$ cat config.mk
export PLATFORM = sky130hd
export DESIGN_NAME = dp_vec_sequencer_flat
export DESIGN_NICKNAME = d
export VERILOG_FILES = /design/src/rtl/dp_vec_if.sv /design/src/rtl/dp_vec_sequencer.sv /design/src/flat_wrapper.sv
export SDC_FILE = /design/constraint.sdc
export NUM_CORES = 2
export LEC_CHECK = 0
export CAP_MARGIN = 30
export CORE_MARGIN = 1.5
export CORE_UTILIZATION = 40
export CTS_CLUSTER_DIAMETER = 150
export DETAILED_ROUTE_END_ITERATION = 12
export SLEW_MARGIN = 10
export SYNTH_ARGS = -nofsm -noshare
export SYNTH_HDL_FRONTEND = slang
export SYNTH_SLANG_ARGS = --single-unit
$ cat constraint.sdc
create_clock -name clk -period 9.8 [get_ports clk]
set_input_delay 2.45 -clock clk [delete_from_list [all_inputs] [get_ports clk]]
set_output_delay 2.45 -clock clk [all_outputs]
set_load 0.005 [all_outputs]
$ cat src/rtl/dp_vec_if.sv
// Signal bundle between the vector sequencer, its host and the distance engine.
// The master side is the sequencer; the slave side is host plus engine.
interface dp_vec_if #(
    parameter int BIT = 32
);
    logic                  ld_we;
    logic [5:0]            ld_addr;
    logic signed [BIT-1:0] ld_data;
    logic                  go;
    logic                  busy;
    logic                  dv_out;
    logic signed [BIT-1:0] vec_out;
    logic                  eng_ready;
    logic                  start_out;
    logic [6:0]            index_out;
    logic                  dist_dv;
    logic [BIT+6:0]        dist_in;
    logic                  done;
    logic                  err;
    logic [6:0]            best_index;
    logic [BIT+6:0]        best_dist;

    modport master (
        input  ld_we, ld_addr, ld_data, go, eng_ready, dist_dv, dist_in,
        output busy, dv_out, vec_out, start_out, index_out, done, err,
        output best_index, best_dist
    );

    modport slave (
        output ld_we, ld_addr, ld_data, go, eng_ready, dist_dv, dist_in,
        input  busy, dv_out, vec_out, start_out, index_out, done, err,
        input  best_index, best_dist
    );
endinterface

$ cat src/rtl/dp_vec_sequencer.sv
// Streams a host-loaded query vector to the template-distance engine, steps the
// template index 1..SIZE and keeps the minimum distance and its index.
module dp_vec_sequencer #(
    parameter int SIZE    = 100,
    parameter int DIM     = 50,
    parameter int BIT     = 32,
    parameter int TIMEOUT = 1023
) (
    input  logic     clk,
    input  logic     rst_n,
    dp_vec_if.master bus
);

    localparam int TW = $clog2(TIMEOUT + 1);
    localparam int DW = BIT + 7;

    localparam logic [5:0]    LAST_K = 6'(DIM - 1);
    localparam logic [6:0]    LAST_I = 7'(SIZE);
    localparam logic [6:0]    DIM_W  = 7'(DIM);
    localparam logic [TW-1:0] TO_MAX = TW'(TIMEOUT);

    typedef enum logic [2:0] {
        S_IDLE,
        S_SEND,
        S_WAIT_RDY,
        S_GAP,
        S_STRT,
        S_WAIT_DIST,
        S_DONE,
        S_ABORT
    } state_t;

    state_t state_q;
    state_t state_d;

    logic                  go_p0;
    logic                  go_p1;
    logic [5:0]            k_q;
    logic [TW-1:0]         wcnt_q;
    logic [6:0]            idx_q;
    logic                  err_q;
    logic [DW-1:0]         best_dist_q;
    logic [6:0]            best_idx_q;
    logic signed [BIT-1:0] qbuf [DIM];

    logic busy_w;
    logic go_edge;
    logic accept;
    logic take_dist;
    logic better;
    logic wr_ok;

    assign busy_w    = state_q inside {S_SEND, S_WAIT_RDY, S_GAP, S_STRT, S_WAIT_DIST};
    assign go_edge   = go_p0 & ~go_p1;
    assign accept    = go_edge & ~busy_w;
    assign take_dist = (state_q == S_WAIT_DIST) && bus.dist_dv;
    // Strict compare so a tie keeps the earlier (lower) index.
    assign better    = bus.dist_in < best_dist_q;
    assign wr_ok     = bus.ld_we && !busy_w && ({1'b0, bus.ld_addr} < DIM_W);

    // go stage p0/p1: registered level, rising edge taken between the two
    always_ff @(posedge clk or negedge rst_n) begin
        if (!rst_n) begin
            go_p0 <= 1'b0;
            go_p1 <= 1'b0;
        end else begin
            go_p0 <= bus.go;
            go_p1 <= go_p0;
        end
    end

    // Query buffer is frozen while a search runs.
    always_ff @(posedge clk) begin
        if (wr_ok) begin
            qbuf[bus.ld_addr] <= bus.ld_data;
        end
    end

    always_ff @(posedge clk or negedge rst_n) begin
        if (!rst_n) begin
            state_q <= S_IDLE;
        end else begin
            state_q <= state_d;
        end
    end

    always_comb begin
        state_d = state_q;
        case (state_q)
            S_IDLE, S_DONE, S_ABORT: begin
                state_d = accept ? S_SEND : S_IDLE;
            end
            S_SEND: begin
                if (k_q == LAST_K) begin
                    state_d = S_WAIT_RDY;
                end
            end
            S_WAIT_RDY: begin
                if (bus.eng_ready) begin
                    state_d = S_GAP;
                end else if (wcnt_q == TO_MAX) begin
                    state_d = S_ABORT;
                end
            end
            S_GAP: begin
                state_d = S_STRT;
            end
            S_STRT: begin
                state_d = S_WAIT_DIST;
            end
            S_WAIT_DIST: begin
                if (bus.dist_dv) begin
                    state_d = (idx_q == LAST_I) ? S_DONE : S_GAP;
                end else if (wcnt_q == TO_MAX) begin
                    state_d = S_ABORT;
                end
            end
            default: begin
                state_d = S_IDLE;
            end
        endcase
    end

    // Word counter for SEND; wait counter restarts on every state change.
    always_ff @(posedge clk or negedge rst_n) begin
        if (!rst_n) begin
            k_q    <= 6'd0;
            wcnt_q <= '0;
        end else begin
            k_q    <= (state_q == S_SEND) ? k_q + 6'd1 : 6'd0;
            wcnt_q <= (state_d != state_q) ? '0 : wcnt_q + TW'(1);
        end
    end

    always_ff @(posedge clk or negedge rst_n) begin
        if (!rst_n) begin
            idx_q <= 7'd0;
            err_q <= 1'b0;
        end else begin
            if (accept) begin
                idx_q <= 7'd0;
            end else if (state_q == S_SEND && state_d == S_WAIT_RDY) begin
                idx_q <= 7'd1;
            end else if (take_dist && idx_q != LAST_I) begin
                idx_q <= idx_q + 7'd1;
            end

            if (accept) begin
                err_q <= 1'b0;
            end else if (state_d == S_ABORT) begin
                err_q <= 1'b1;
            end
        end
    end

    // Result capture: preset to all-ones on accept, then running minimum.
    always_ff @(posedge clk or negedge rst_n) begin
        if (!rst_n) begin
            best_dist_q <= '0;
            best_idx_q  <= 7'd0;
        end else if (accept) begin
            best_dist_q <= '1;
            best_idx_q  <= 7'd0;
        end else if (take_dist && better) begin
            best_dist_q <= bus.dist_in;
            best_idx_q  <= idx_q;
        end
    end

    assign bus.busy       = busy_w;
    assign bus.dv_out     = (state_q == S_SEND);
    assign bus.vec_out    = (state_q == S_SEND) ? qbuf[k_q] : '0;
    assign bus.start_out  = (state_q == S_STRT);
    assign bus.index_out  = idx_q;
    assign bus.done       = (state_q == S_DONE) || (state_q == S_ABORT);
    assign bus.err        = err_q;
    assign bus.best_index = best_idx_q;
    assign bus.best_dist  = best_dist_q;

endmodule

$ cat src/flat_wrapper.sv
// flat-port wrapper written by rule: the top's interface ports become plain ports
module dp_vec_sequencer_flat 
#(
    parameter int SIZE    = 100,
    parameter int DIM     = 50,
    parameter int BIT     = 32,
    parameter int TIMEOUT = 1023
)
  (clk, rst_n, bus_ld_we, bus_ld_addr, bus_ld_data, bus_go, bus_eng_ready, bus_dist_dv, bus_dist_in, bus_busy, bus_dv_out, bus_vec_out, bus_start_out, bus_index_out, bus_done, bus_err, bus_best_index, bus_best_dist);
  dp_vec_if #(.BIT(BIT)) bus_i ();
  input  logic clk;
  input  logic rst_n;
  input wire logic [$bits(bus_i.ld_we)-1:0] bus_ld_we;
  input wire logic [$bits(bus_i.ld_addr)-1:0] bus_ld_addr;
  input wire logic [$bits(bus_i.ld_data)-1:0] bus_ld_data;
  input wire logic [$bits(bus_i.go)-1:0] bus_go;
  input wire logic [$bits(bus_i.eng_ready)-1:0] bus_eng_ready;
  input wire logic [$bits(bus_i.dist_dv)-1:0] bus_dist_dv;
  input wire logic [$bits(bus_i.dist_in)-1:0] bus_dist_in;
  output wire logic [$bits(bus_i.busy)-1:0] bus_busy;
  output wire logic [$bits(bus_i.dv_out)-1:0] bus_dv_out;
  output wire logic [$bits(bus_i.vec_out)-1:0] bus_vec_out;
  output wire logic [$bits(bus_i.start_out)-1:0] bus_start_out;
  output wire logic [$bits(bus_i.index_out)-1:0] bus_index_out;
  output wire logic [$bits(bus_i.done)-1:0] bus_done;
  output wire logic [$bits(bus_i.err)-1:0] bus_err;
  output wire logic [$bits(bus_i.best_index)-1:0] bus_best_index;
  output wire logic [$bits(bus_i.best_dist)-1:0] bus_best_dist;
  assign bus_i.ld_we = bus_ld_we;
  assign bus_i.ld_addr = bus_ld_addr;
  assign bus_i.ld_data = bus_ld_data;
  assign bus_i.go = bus_go;
  assign bus_i.eng_ready = bus_eng_ready;
  assign bus_i.dist_dv = bus_dist_dv;
  assign bus_i.dist_in = bus_dist_in;
  assign bus_busy = bus_i.busy;
  assign bus_dv_out = bus_i.dv_out;
  assign bus_vec_out = bus_i.vec_out;
  assign bus_start_out = bus_i.start_out;
  assign bus_index_out = bus_i.index_out;
  assign bus_done = bus_i.done;
  assign bus_err = bus_i.err;
  assign bus_best_index = bus_i.best_index;
  assign bus_best_dist = bus_i.best_dist;
  dp_vec_sequencer #(.SIZE(SIZE), .DIM(DIM), .BIT(BIT), .TIMEOUT(TIMEOUT)) u_core (.clk(clk), .rst_n(rst_n), .bus(bus_i));
endmodule
==> summary.md <==
| Metric | Value |
|---|---|
| Relative slew slack | `0.307` |
| Vias | `31469` |
| Post-synthesis cell count | `2994` |
| Synth Cell Area | `65400 sq um` |
| Via-to-Cell Ratio | `5.61` |
| Main area contributors after synthesis | `edfxtp_1 (74%), mux4_2 (15%), dfrtp_1 (2.9%)` |
| Mean post-synth cell area | `21.8 sq um` |
| Clock power share | `0.339` |
| Synth top area share | `0.735` |
| Fmax | `130 MHz` |
| TritonCTS clock tree | `yes` |
| Max layer used | `met5` |
| Clk_lat worst skew | `0.80 ns` |
| Sequential element share of the synthesized area | `0.764` |
| Worst ir drop on vdd | `0.181 mV` |
| Required @ worst endpoint | `7.35 ns` |
| Pleak | `23.6 nW` |
| Total GRT Usage | `0.198` |
| WS Path Type | `reg2out` |
| Crit path cell chain | `buf_12 -> mux4_2 -> mux4_2 -> a22oi_1 -> nand2_1 -> clkdlybuf4s50_1` |
| Vias in the first global route | `32017` |
| Combinational share of power | `0.226` |
| Post-cts resize count | `0` |
| Largest area contributor in the netlist | `edfxtp_1` |
| Fill cells | `13479` |
| Setup crit start | `u_core.k_q[0]` |
| Final Net Count | `3413` |
| TNS Setup | `0 ns` |
| HPWL after DPL | `87.4 mm` |
| Sw frac | `0.268` |
| Setup WS pre-CTS | `2.76 ns` |
| CTS Buf Count | `169` |
| Number of DRC markers in iteration 0 | `3671` |
| Chip height | `407 um` |
| Hold buffer count at cts | `0` |
| WL met3 | `15.9 mm` |
| WL/cell | `29.3 um` |
| Hold Fails Final Rpt | `0` |
| Die area | `166000 sq um` |
| Total grt overflow | `0` |
| Hold_sp | `u_core.go_p0` |
| Pwr Total | `18.6 mW` |
| R2R Path Start | `u_core.state_q[0]` |
| Hold_ws | `0.443 ns` |
| Initial core utilization | `0.402` |
| Root Buffer | `clkbuf_16` |
| Chip Width | `407 um` |
| CP max stage delay | `1.02 ns` |
| Setup violators final | `0` |
| Final worst path period share | `0.787` |
| CP Launch Type | `register` |
| Critical Path Fanout Max | `64` |
| Unrepaired setup endpoints after global routing | `no` |
| Pin count of the biggest net entering global routing | `129` |
| Status | `completed` |
| Post-CTS setup buffers | `0` |
| Tmin final | `7.71 ns` |
| Int Power | `13.6 mW` |
| P&R area growth vs syn | `15.9%` |
| Skew final | `0.0184 ns` |
| DRC viols | `0` |
| Setup WS post-layout | `2.09 ns` |
| Worst-margin pin slew | `1.04 ns` |
| Detail Route Antenna Nets | `0` |
| CTS sink count | `1675` |
| Most common library cell in the layout ignoring fill and taps | `edfxtp_1` |
| Maxcap violations | `0` |
| Core Region | `163000 sq um` |
| Port bufs | `172` |
| Crit path DAT | `5.26 ns` |
| Floorplan row count | `148` |
| Pre-antenna DRT Iters | `7` |
| Flops & latches, synth | `1675` |
| Routed WL | `164 mm` |
| Global-route wire length before repair | `234 mm` |
| Layout cell share with drive strength beyond 1 | `0.252` |
| Power per cell area | `246 nW/um^2` |
| Longest Clk Path Bufs | `3` |
| Ys Warns | `0` |
| Slew Limit Fails | `0` |
| Final Wtd Congestion | `0.815` |
| Num ports | `173` |
| Psw | `5.00 mW` |
| Min-Delay Path Class | `reg2reg` |
| Most frequent cells in the layout | `edfxtp_1 (1600), mux4_2 (448), nand2_1 (195), clkbuf_16 (174), clkdlybuf4s50_1 (161)` |
| Top cell by count, worst path | `mux4_2` |
| Critical-path top delay cell | `dfrtp_4` |
| M1 wire length | `70.4 mm` |
| Met2 Wirelength | `74.4 mm` |
| Mapped Nets | `3120` |
| H-tree depth | `4` |
| Initial antenna violation count | `13` |
| Sequential Power Share | `0.434` |
| Clock-pin slew on the worst setup and hold paths | `0.06 ns` |
| CP endpoint kind | `output port` |
| Distinct cells, synth | `54` |
[registers in the layout (all words and copies together), names as in the netlist]
| register | flops |
|---|---|
| u_core.qbuf | 1600 |
| u_core.bus.best_dist | 39 |
| u_core.wcnt_q | 10 |
| u_core.bus.best_index | 7 |
| u_core.bus.index_out | 7 |
| u_core.k_q | 6 |
| u_core.state_q | 3 |
| u_core.bus.err | 1 |
| u_core.go_p0 | 1 |
| u_core.go_p1 | 1 |
[layout make-up]
type                       instances  area (sq um)  share of cell area
sequential                      1675         49900               0.659
tap                             2175          2720              0.0359
clock inverter                    97           895              0.0118
inverter                          53           199             0.00263
clock buffer                     217          4530              0.0598
multi-input combinational       1115         14800               0.196
antenna                            3          7.51           0.0000991
timing repair buffer             273          2620              0.0346
[cell usage after synthesis, drive strengths merged]
master   count
a2111oi      2
a211oi       6
a21boi       2
a21o         1
a21oi       12
a221oi      32
a22o         1
a22oi       32
a31oi        2
and2         2
and2b        1
and3         2
buf         82
clkbuf      69
dfrtp       75
edfxtp    1600
ha          43
inv         53
mux2        39
mux2i       71
mux4       448
nand2      196
nand2b       5
nand3       51
nand3b       8
nand4       11
nand4b       2
nor2        85
nor2b        3
nor3         6
nor3b        3
nor4         2
o211ai       1
o21a         5
o21ai       14
o221ai       3
o22ai        1
o311ai       1
o31ai        1
or2          2
or3          1
or3b         2
xnor2        8
xor2         8
[through the flow]
stage / instance area, sq um / cells / utilization
2_1_floorplan: 65400 / 2994 / -
3_3_place_gp: 70200 / 5286 / 0.432
3_5_place_dp: 70300 / 5289 / 0.432
4_1_cts: 75700 / 5603 / 0.466
5_1_grt: 75700 / 5605 / 0.466
6_report: 75700 / 5608 / 0.466
[cell families after synthesis]
logic type      Yosys count  share of synthesized area
flops                  1675                      0.764
simple gates            382                     0.0252
mux                     558                      0.172
xor+xnor                 16                    0.00214
compound gates          116                     0.0132
fa+ha+maj                43                    0.00823
buf+inv                 204                     0.0155
[final timing paths]
kind | slack, ns | cells past startpoint | to
setup / recovery | 2.09 | 6 | bus_vec_out[4]
hold / removal | 0.44 | 0 | u_core.go_p1
setup reg to reg | 5.53 | 7 | u_core.qbuf[34][3]
hold reg to reg | 0.44 | 0 | u_core.go_p1
max in group asynchronous | 7.57 | 2 | u_core.wcnt_q[8]
min in group asynchronous | 1.61 | 1 | u_core.bus.best_dist[28]
[routing by layer]
layer / vias to the layer above / GRT usage
li1: 13058 / -
met1: 16904 / 0.285
met2: 1256 / 0.294
met3: 241 / 0.0583
met4: 10 / 0.0543
met5: - / 0
[worst max-delay path: cells and delay by family, from the launching register on]
family / cells / cell delay (ns)
buffers and inverters: 2 / 1.08
muxes: 2 / 1.08
DFF: 1 / 1.02
AOI/OAI and AO/OA: 1 / 0.77
and+or+nand+nor: 1 / 0.42
[power by group through the flow]
stage / Combinational, mW / Clock, mW / Sequential [mW]
final: 4.22 / 6.33 / 8.10
after CTS: 4.27 / 6.44 / 8.10
after global placement: 4.24 / 0 / 8.25
after global routing: 4.53 / 6.71 / 8.12
after floorplan: 2.84 / 0 / 8.15
after detailed placement: 4.26 / 0 / 8.25
No activity file was read; power rests on OpenSTA's default activity.
